==> src/rtl/cpu_pkg.sv <==
// Shared CPU datapath constants: data/address widths, register count and
// register index names used by the decoder, writeback mux and register file.
package cpu_pkg;

  localparam int DATA_W    = 16;
  localparam int ADDR_W    = 3;
  localparam int REG_COUNT = 2 ** ADDR_W;

  localparam logic [ADDR_W-1:0] R0 = 3'd0;
  localparam logic [ADDR_W-1:0] R1 = 3'd1;
  localparam logic [ADDR_W-1:0] R2 = 3'd2;
  localparam logic [ADDR_W-1:0] R3 = 3'd3;
  localparam logic [ADDR_W-1:0] R4 = 3'd4;
  localparam logic [ADDR_W-1:0] R5 = 3'd5;
  localparam logic [ADDR_W-1:0] R6 = 3'd6;
  localparam logic [ADDR_W-1:0] R7 = 3'd7;

endpackage

==> src/rtl/reg_read_port.sv <==
// One combinational register-file read port with write-through bypass and
// optional hard-wired zero register.
module reg_read_port
  import cpu_pkg::*;
#(
  parameter int DATA_W   = cpu_pkg::DATA_W,
  parameter int ADDR_W   = cpu_pkg::ADDR_W,
  parameter int ZERO_REG = 1
) (
  input  logic [ADDR_W-1:0] raddr,
  input  logic [DATA_W-1:0] stored,
  input  logic              wr_commit,
  input  logic [ADDR_W-1:0] waddr,
  input  logic [DATA_W-1:0] wdata,
  output logic [DATA_W-1:0] rdata
);

  localparam bit ZERO_EN = (ZERO_REG != 0);

  // Zero register has the final say, so even a bypass aimed at r0 reads 0.
  always_comb begin
    rdata = stored;
    if (wr_commit && (raddr == waddr)) begin
      rdata = wdata;
    end
    if (ZERO_EN && (raddr == ADDR_W'(R0))) begin
      rdata = '0;
    end
  end

endmodule

==> src/rtl/reg_file_16.sv <==
// Eight-entry 16-bit register file: two bypassed combinational read ports,
// one synchronous write port, a registered debug read port and a write counter.
module reg_file_16
  import cpu_pkg::*;
#(
  parameter int DATA_W   = cpu_pkg::DATA_W,
  parameter int ADDR_W   = cpu_pkg::ADDR_W,
  parameter int ZERO_REG = 1
) (
  input  logic              clk,
  input  logic              rst_n,
  input  logic              we,
  input  logic [ADDR_W-1:0] waddr,
  input  logic [DATA_W-1:0] wdata,
  input  logic [ADDR_W-1:0] raddr_a,
  input  logic [ADDR_W-1:0] raddr_b,
  output logic [DATA_W-1:0] rdata_a,
  output logic [DATA_W-1:0] rdata_b,
  input  logic [ADDR_W-1:0] dbg_addr,
  output logic [DATA_W-1:0] dbg_data,
  output logic [7:0]        wr_count
);

  localparam int DEPTH   = 2 ** ADDR_W;
  localparam bit ZERO_EN = (ZERO_REG != 0);

  logic [DATA_W-1:0] regs [DEPTH];
  logic              wr_commit;

  // A write counts only outside reset and when it is not a dropped r0 write.
  assign wr_commit = rst_n && we && !(ZERO_EN && (waddr == ADDR_W'(R0)));

  always_ff @(posedge clk) begin
    if (!rst_n) begin
      for (int i = 0; i < DEPTH; i++) begin
        regs[i] <= '0;
      end
      dbg_data <= '0;
      wr_count <= '0;
    end else begin
      if (wr_commit) begin
        regs[waddr] <= wdata;
        if (wr_count != 8'hFF) begin
          wr_count <= wr_count + 8'd1;
        end
      end
      dbg_data <= regs[dbg_addr];
    end
  end

  reg_read_port #(
    .DATA_W  (DATA_W),
    .ADDR_W  (ADDR_W),
    .ZERO_REG(ZERO_REG)
  ) u_port_a (
    .raddr    (raddr_a),
    .stored   (regs[raddr_a]),
    .wr_commit(wr_commit),
    .waddr    (waddr),
    .wdata    (wdata),
    .rdata    (rdata_a)
  );

  reg_read_port #(
    .DATA_W  (DATA_W),
    .ADDR_W  (ADDR_W),
    .ZERO_REG(ZERO_REG)
  ) u_port_b (
    .raddr    (raddr_b),
    .stored   (regs[raddr_b]),
    .wr_commit(wr_commit),
    .waddr    (waddr),
    .wdata    (wdata),
    .rdata    (rdata_b)
  );

endmodule
==> config.mk <==
export PLATFORM = sky130hd
export DESIGN_NAME = reg_file_16
export DESIGN_NICKNAME = d
export VERILOG_FILES = /design/src/rtl/cpu_pkg.sv /design/src/rtl/reg_read_port.sv /design/src/rtl/reg_file_16.sv
export SDC_FILE = /design/constraint.sdc
export NUM_CORES = 1
export LEC_CHECK = 0
export CORE_ASPECT_RATIO = 1.1
export CORE_MARGIN = 2
export CORE_UTILIZATION = 25
export DETAILED_ROUTE_END_ITERATION = 12
export HOLD_SLACK_MARGIN = 0.1
export PLACE_DENSITY_LB_ADDON = 0.15
export REMOVE_ABC_BUFFERS = 1
export SLEW_MARGIN = 5
export SYNTH_ARGS = -nofsm -noshare
export SYNTH_HDL_FRONTEND = slang
export SYNTH_SLANG_ARGS = --single-unit
==> constraint.sdc <==
create_clock -name clk -period 6.29 [get_ports clk]
set_clock_uncertainty 0.1 [all_clocks]
set_input_delay 0.9435 -clock clk [delete_from_list [all_inputs] [get_ports clk]]
set_output_delay 0.9435 -clock clk [all_outputs]
set_load 0.01 [all_outputs]
Yosys cells after proc, flatten, opt, wreduce, memory -nomap -nowiden:

Memory sizes are Yosys's and may differ from the RTL's. A register that Yosys moved wholly into a read port is not among the register bits.
Index checks and enable logic that the tools add are counted.

* memory bits (writable): 128
* register bits after elaboration: 8
* input bits: 31
* output and inout port bits: 56
* memories kept: 1

Memory list
* regs: words 8, width 16, read ports 3, clocked after memory_dff 1, write ports 8, RTL line reg_file_16.sv:27 `logic [DATA_W-1:0] regs [DEPTH];`

* reduce and logical (&&, ||, !) cells: 11
* mux-type cells: 11
* eq/ne operators: 3
* $add $sub $neg: 1

Operator list (count)
* $mux 16: 5
* $reduce_or 16->1: 1
* $logic_not 3->1: 3
* $add 8x1->8 const B: 1
* $ne 8x8->1 const B: 1
* $eq 3x3->1: 2
* $mux 1: 5
* $logic_and 1x1->1: 4
* $mux 3: 1
* $logic_not 1->1: 2
* $reduce_and 2->1: 1

Logic depth before layout (Yosys ltp):

* depth after elaboration: 8
* gate-level depth with buffers: 7

Hierarchy:

A second synthesis with hierarchy kept.

* cell total of the unflattened synthesis: 622
* area, all modules: 9059.9 µm²

By module, submodules not included
* reg_file_16: cells an instance 504, area an instance 8271.7 µm², times used 1
* reg_read_port: cells an instance 59, area an instance 394.1 µm², times used 2

Least setup slack after synthesis:

No wires, ideal clock.

* kind: input -> output
* start: input port raddr_a[0]
* end: output port rdata_a[11]
* buffers on the path: 2
* cell stages on the path: 6
* setup slack: 2.946 ns
* data arrival time: 2.300 ns
* path through: buf_2 buf_4 mux4_2 nor2b_1 a211oi_1 nor3_1

* cells in the longest elaborated chain, start to end: 4
* elaborated cells on any way between the ends: 6
* those cells by class: eq/ne (1); mux (2); reduce/logical (2); memory (1)

RTL lines
* from (decl): RTL line reg_file_16.sv:15 `input logic [ADDR_W-1:0] raddr_a,`
* branches (longest 3 deep; another with $mem_v2 8x16)
* $mux 16 (*): RTL line reg_read_port.sv:26 `if (ZERO_EN && (raddr == ADDR_W'(R0))) begin`
* to (decl): RTL line reg_file_16.sv:17 `output logic [DATA_W-1:0] rdata_a,`

Mark *: on every way between the ends.

Worst setup path in the final report:

* start: input port waddr[0]
* end: output port rdata_a[2]

* cells in the longest elaborated chain, start to end: 6
* elaborated cells on any way between the ends: 7
* those cells by class: eq/ne (1); mux (2); reduce/logical (4)

RTL lines
* from (decl): RTL line reg_file_16.sv:13 `input logic [ADDR_W-1:0] waddr,`
* $logic_not 3->1: RTL line reg_file_16.sv:31 `assign wr_commit = rst_n && we && !(ZERO_EN && (waddr == ADDR_W'(R0)));`
* $logic_not 1->1: RTL line reg_file_16.sv:31
* $logic_and 1x1->1: RTL line reg_file_16.sv:31
* $logic_and 1x1->1 (*): RTL line reg_read_port.sv:23 `if (wr_commit && (raddr == waddr)) begin`
* $mux 16 (*): RTL line reg_read_port.sv:23
* $mux 16 (*): RTL line reg_read_port.sv:26

Every way passes the cells marked *; elsewhere a longest branch is shown, timed or not.

==> results.ini <==
[routing]
ant_nets=0
drtPass1Iterations=5
route.vias.total=5958
viasPerCell=5.02
drt-initial-drc-count=489
post_drt_wl_per_cell_um=24.8
drt-total-wl_um=29400
drc=0

[cts]
cts_buffers=17
cts_resized=0
htree_num_levels=4
cts-root-buf=clkbuf_16
clk_pin_slew_ns=0.07
clockBufferDepth=2
clk_latency_ns=0.43
cts_setup_buffers=0
cts_tree=yes
numClockSinks=152
holdBufCountCts=0

[sta]
relSlewSlack_pct=27.8
max_freq_ghz=0.200
final-max-slew-violation-count=0
max_slew.worst_pin.slew_ns=1.08
fin_tns_setup_ns=0
setup_viol=0
fin_crit_sh_pct=79.7
rsz0062_at_grt=no
min_period_ns=5.01
hold_viol=0

[critical_path]
r2r_slack_ns=4.50
startpoint_type=input pin
critical_path_class=input pin to output pin
worst-path-max-fanout=11
crit_slowest_cell=clkdlybuf4s50_1
critPathLaunch=waddr[0]
r2r_end=wr_count[7]
cp-endpoint=rdata_a[2]
end_kind=output pin
critical-path-max-stage-delay_ns=0.79
crit_chain=clkdlybuf4s50_1 > o311a_1 > and4_1 > a211oi_1 > nor3_1 > clkdlybuf4s50_1
required_ns=5.25
crit_top_cell=clkdlybuf4s50_1
crit_arrival_ns=3.97
rr_worst_depth=4
r2r-start=wr_count[5]

[yosys]
async_flop_share_pct=0
synth-edff-count=128
yosys.cell_count.top_type=edfxtp_1
synth_area_leaders=edfxtp_1 (44%), mux4_2 (25%), and2_1 (8.0%), dfxtp_1 (5.5%), a211oi_1 (2.8%)
ys_seq_area_share_pct=49.2
yosysTopAreaCell=edfxtp_1
syn_inst=640
yosys_register_bits=152
ys_top_cells_by_count=edfxtp_1 (128), and2_1 (112), mux4_2 (96)
synth_cell_types=33
synth_area_per_cell_um2=13.7
ys.flop_type=edfxtp_1
synth_top_area_share_pct=43.7
syn_area_um2=8790
yosysWarningCount=0

[die]
die_w_um=183
num_rows=72
die_height_um=201
num_io_pins=87
placeableCoreArea_um2=34900
start_util_pct=25.2
die_area_um2=36700

[grt]
antenna_found_initial=2
grtUsageTotal_pct=16.6
grt_use_met1_pct=20.1
grt_most_used_layer=met2
grt_max_degree=34
grt_pass1_wl_um=43600
grt_pass1_vias=6484
grt_util_met3_pct=3.27
grt_use_met2_pct=28.8
grt_overflow_total=0

[layout]
n_antenna_cell=0
syn_to_final_growth_pct=23.5
layout-drive-gt1-share_pct=22.8
final_nets=763

[placed_design]
gp_congestion=0.780
io_buffers=86
dp_hpwl_um=18600

[pwr]
finalPower_mw=2.76
power_leakage_nw=3.66
ir_drop_mv=0.156
pwr_density_cell_nw_per_um2=254

[min_path]
hold_path.class=register to register
min_path_cells=1

[run]
cap_violations=0

[status]
outcome=complete, no violations

[power by group]
| part | switching (mW) | internal, mW | leakage, nW |
|---|---|---|---|
| Combinational | 0.227 | 0.246 | 1.92 |
| Sequential | 0.0448 | 1.16 | 1.43 |
| Clock | 0.428 | 0.654 | 0.311 |
[final cells by class]
class                           instances  area (µm²)
Clock buffer                           22         507
Clock inverter                         10         113
Fill cell                            3468       24000
Inverter                                3        11.3
Multi-Input combinational cell        447        4330
Sequential cell                       152        4320
Tap cell                              444         556
Timing Repair Buffer                  110        1010
[worst min-delay path by stage]
stage	from	end
global placement	wr_count[6]	wr_count[6]
finish	wr_count[6]	wr_count[6]
floorplan	wr_count[6]	wr_count[6]
CTS	wr_count[6]	wr_count[6]
global route	wr_count[1]	wr_count[1]
detailed placement	wr_count[6]	wr_count[6]
[placed cells by master, fill, tap and decap left out, drive strengths merged, types with 3 or more instances in the layout]
cell	instances
dfxtp	24
nor2b	32
conb	16
mux4	96
clkinv	6
buf	30
o21ai	7
nand2b	6
nand2	8
nand3	5
a211oi	33
inv	5
clkbuf	22
nor3	39
clkdlybuf4s50	80
and2	112
xnor2	7
nor2	53
and4	3
edfxtp	128
mux2i	18
[cell families (layout without fill, tap and decap cells)]
group,Yosys count,after routing,share of synthesized area (%)
mux,114,114,26.7
other cells,1,16,0.0427
compound gates,47,47,3.93
xor+xnor,7,7,0.698
flops,152,152,49.2
buf+inv,56,145,2.96
simple gates,262,262,16.4
fa+ha+maj,1,1,0.142
[critical path, delay by kind of cell]
family / cells / cell delay [ns]
buffers and inverters: 2 / 1.43
AO/OA/AOI/OAI: 2 / 0.47
AND/OR/NAND/NOR: 2 / 1.12
[stage by stage]
stage / utilization (%) / instance area (µm²) / worst slack, ns / instances / hold slack (ns)
after floorplan: - / 8600 / 3.15 / 602 / 0.397
after global placement: 29.4 / 10200 / 1.33 / 1156 / 0.386
after detailed placement: 29.4 / 10200 / 1.25 / 1156 / 0.398
after CTS: 31.1 / 10900 / 1.24 / 1188 / 0.412
after global routing: 31.1 / 10900 / 1.07 / 1188 / 0.440
final: 31.1 / 10900 / 1.28 / 1188 / 0.405
[sequential cells by signal (all words and copies together) (netlist names)]
| name | flops |
|---|---|
| dbg_data | 16 |
| regs | 128 |
| wr_count | 8 |
[per-layer routing]
layer	up-vias	part of all wire (%)
met1	3075	41
met2	193	51
met3	44	4.4
li1	2644	-
met5	-	0.044
met4	2	3.4
Power figures use the tool's default switching activity.
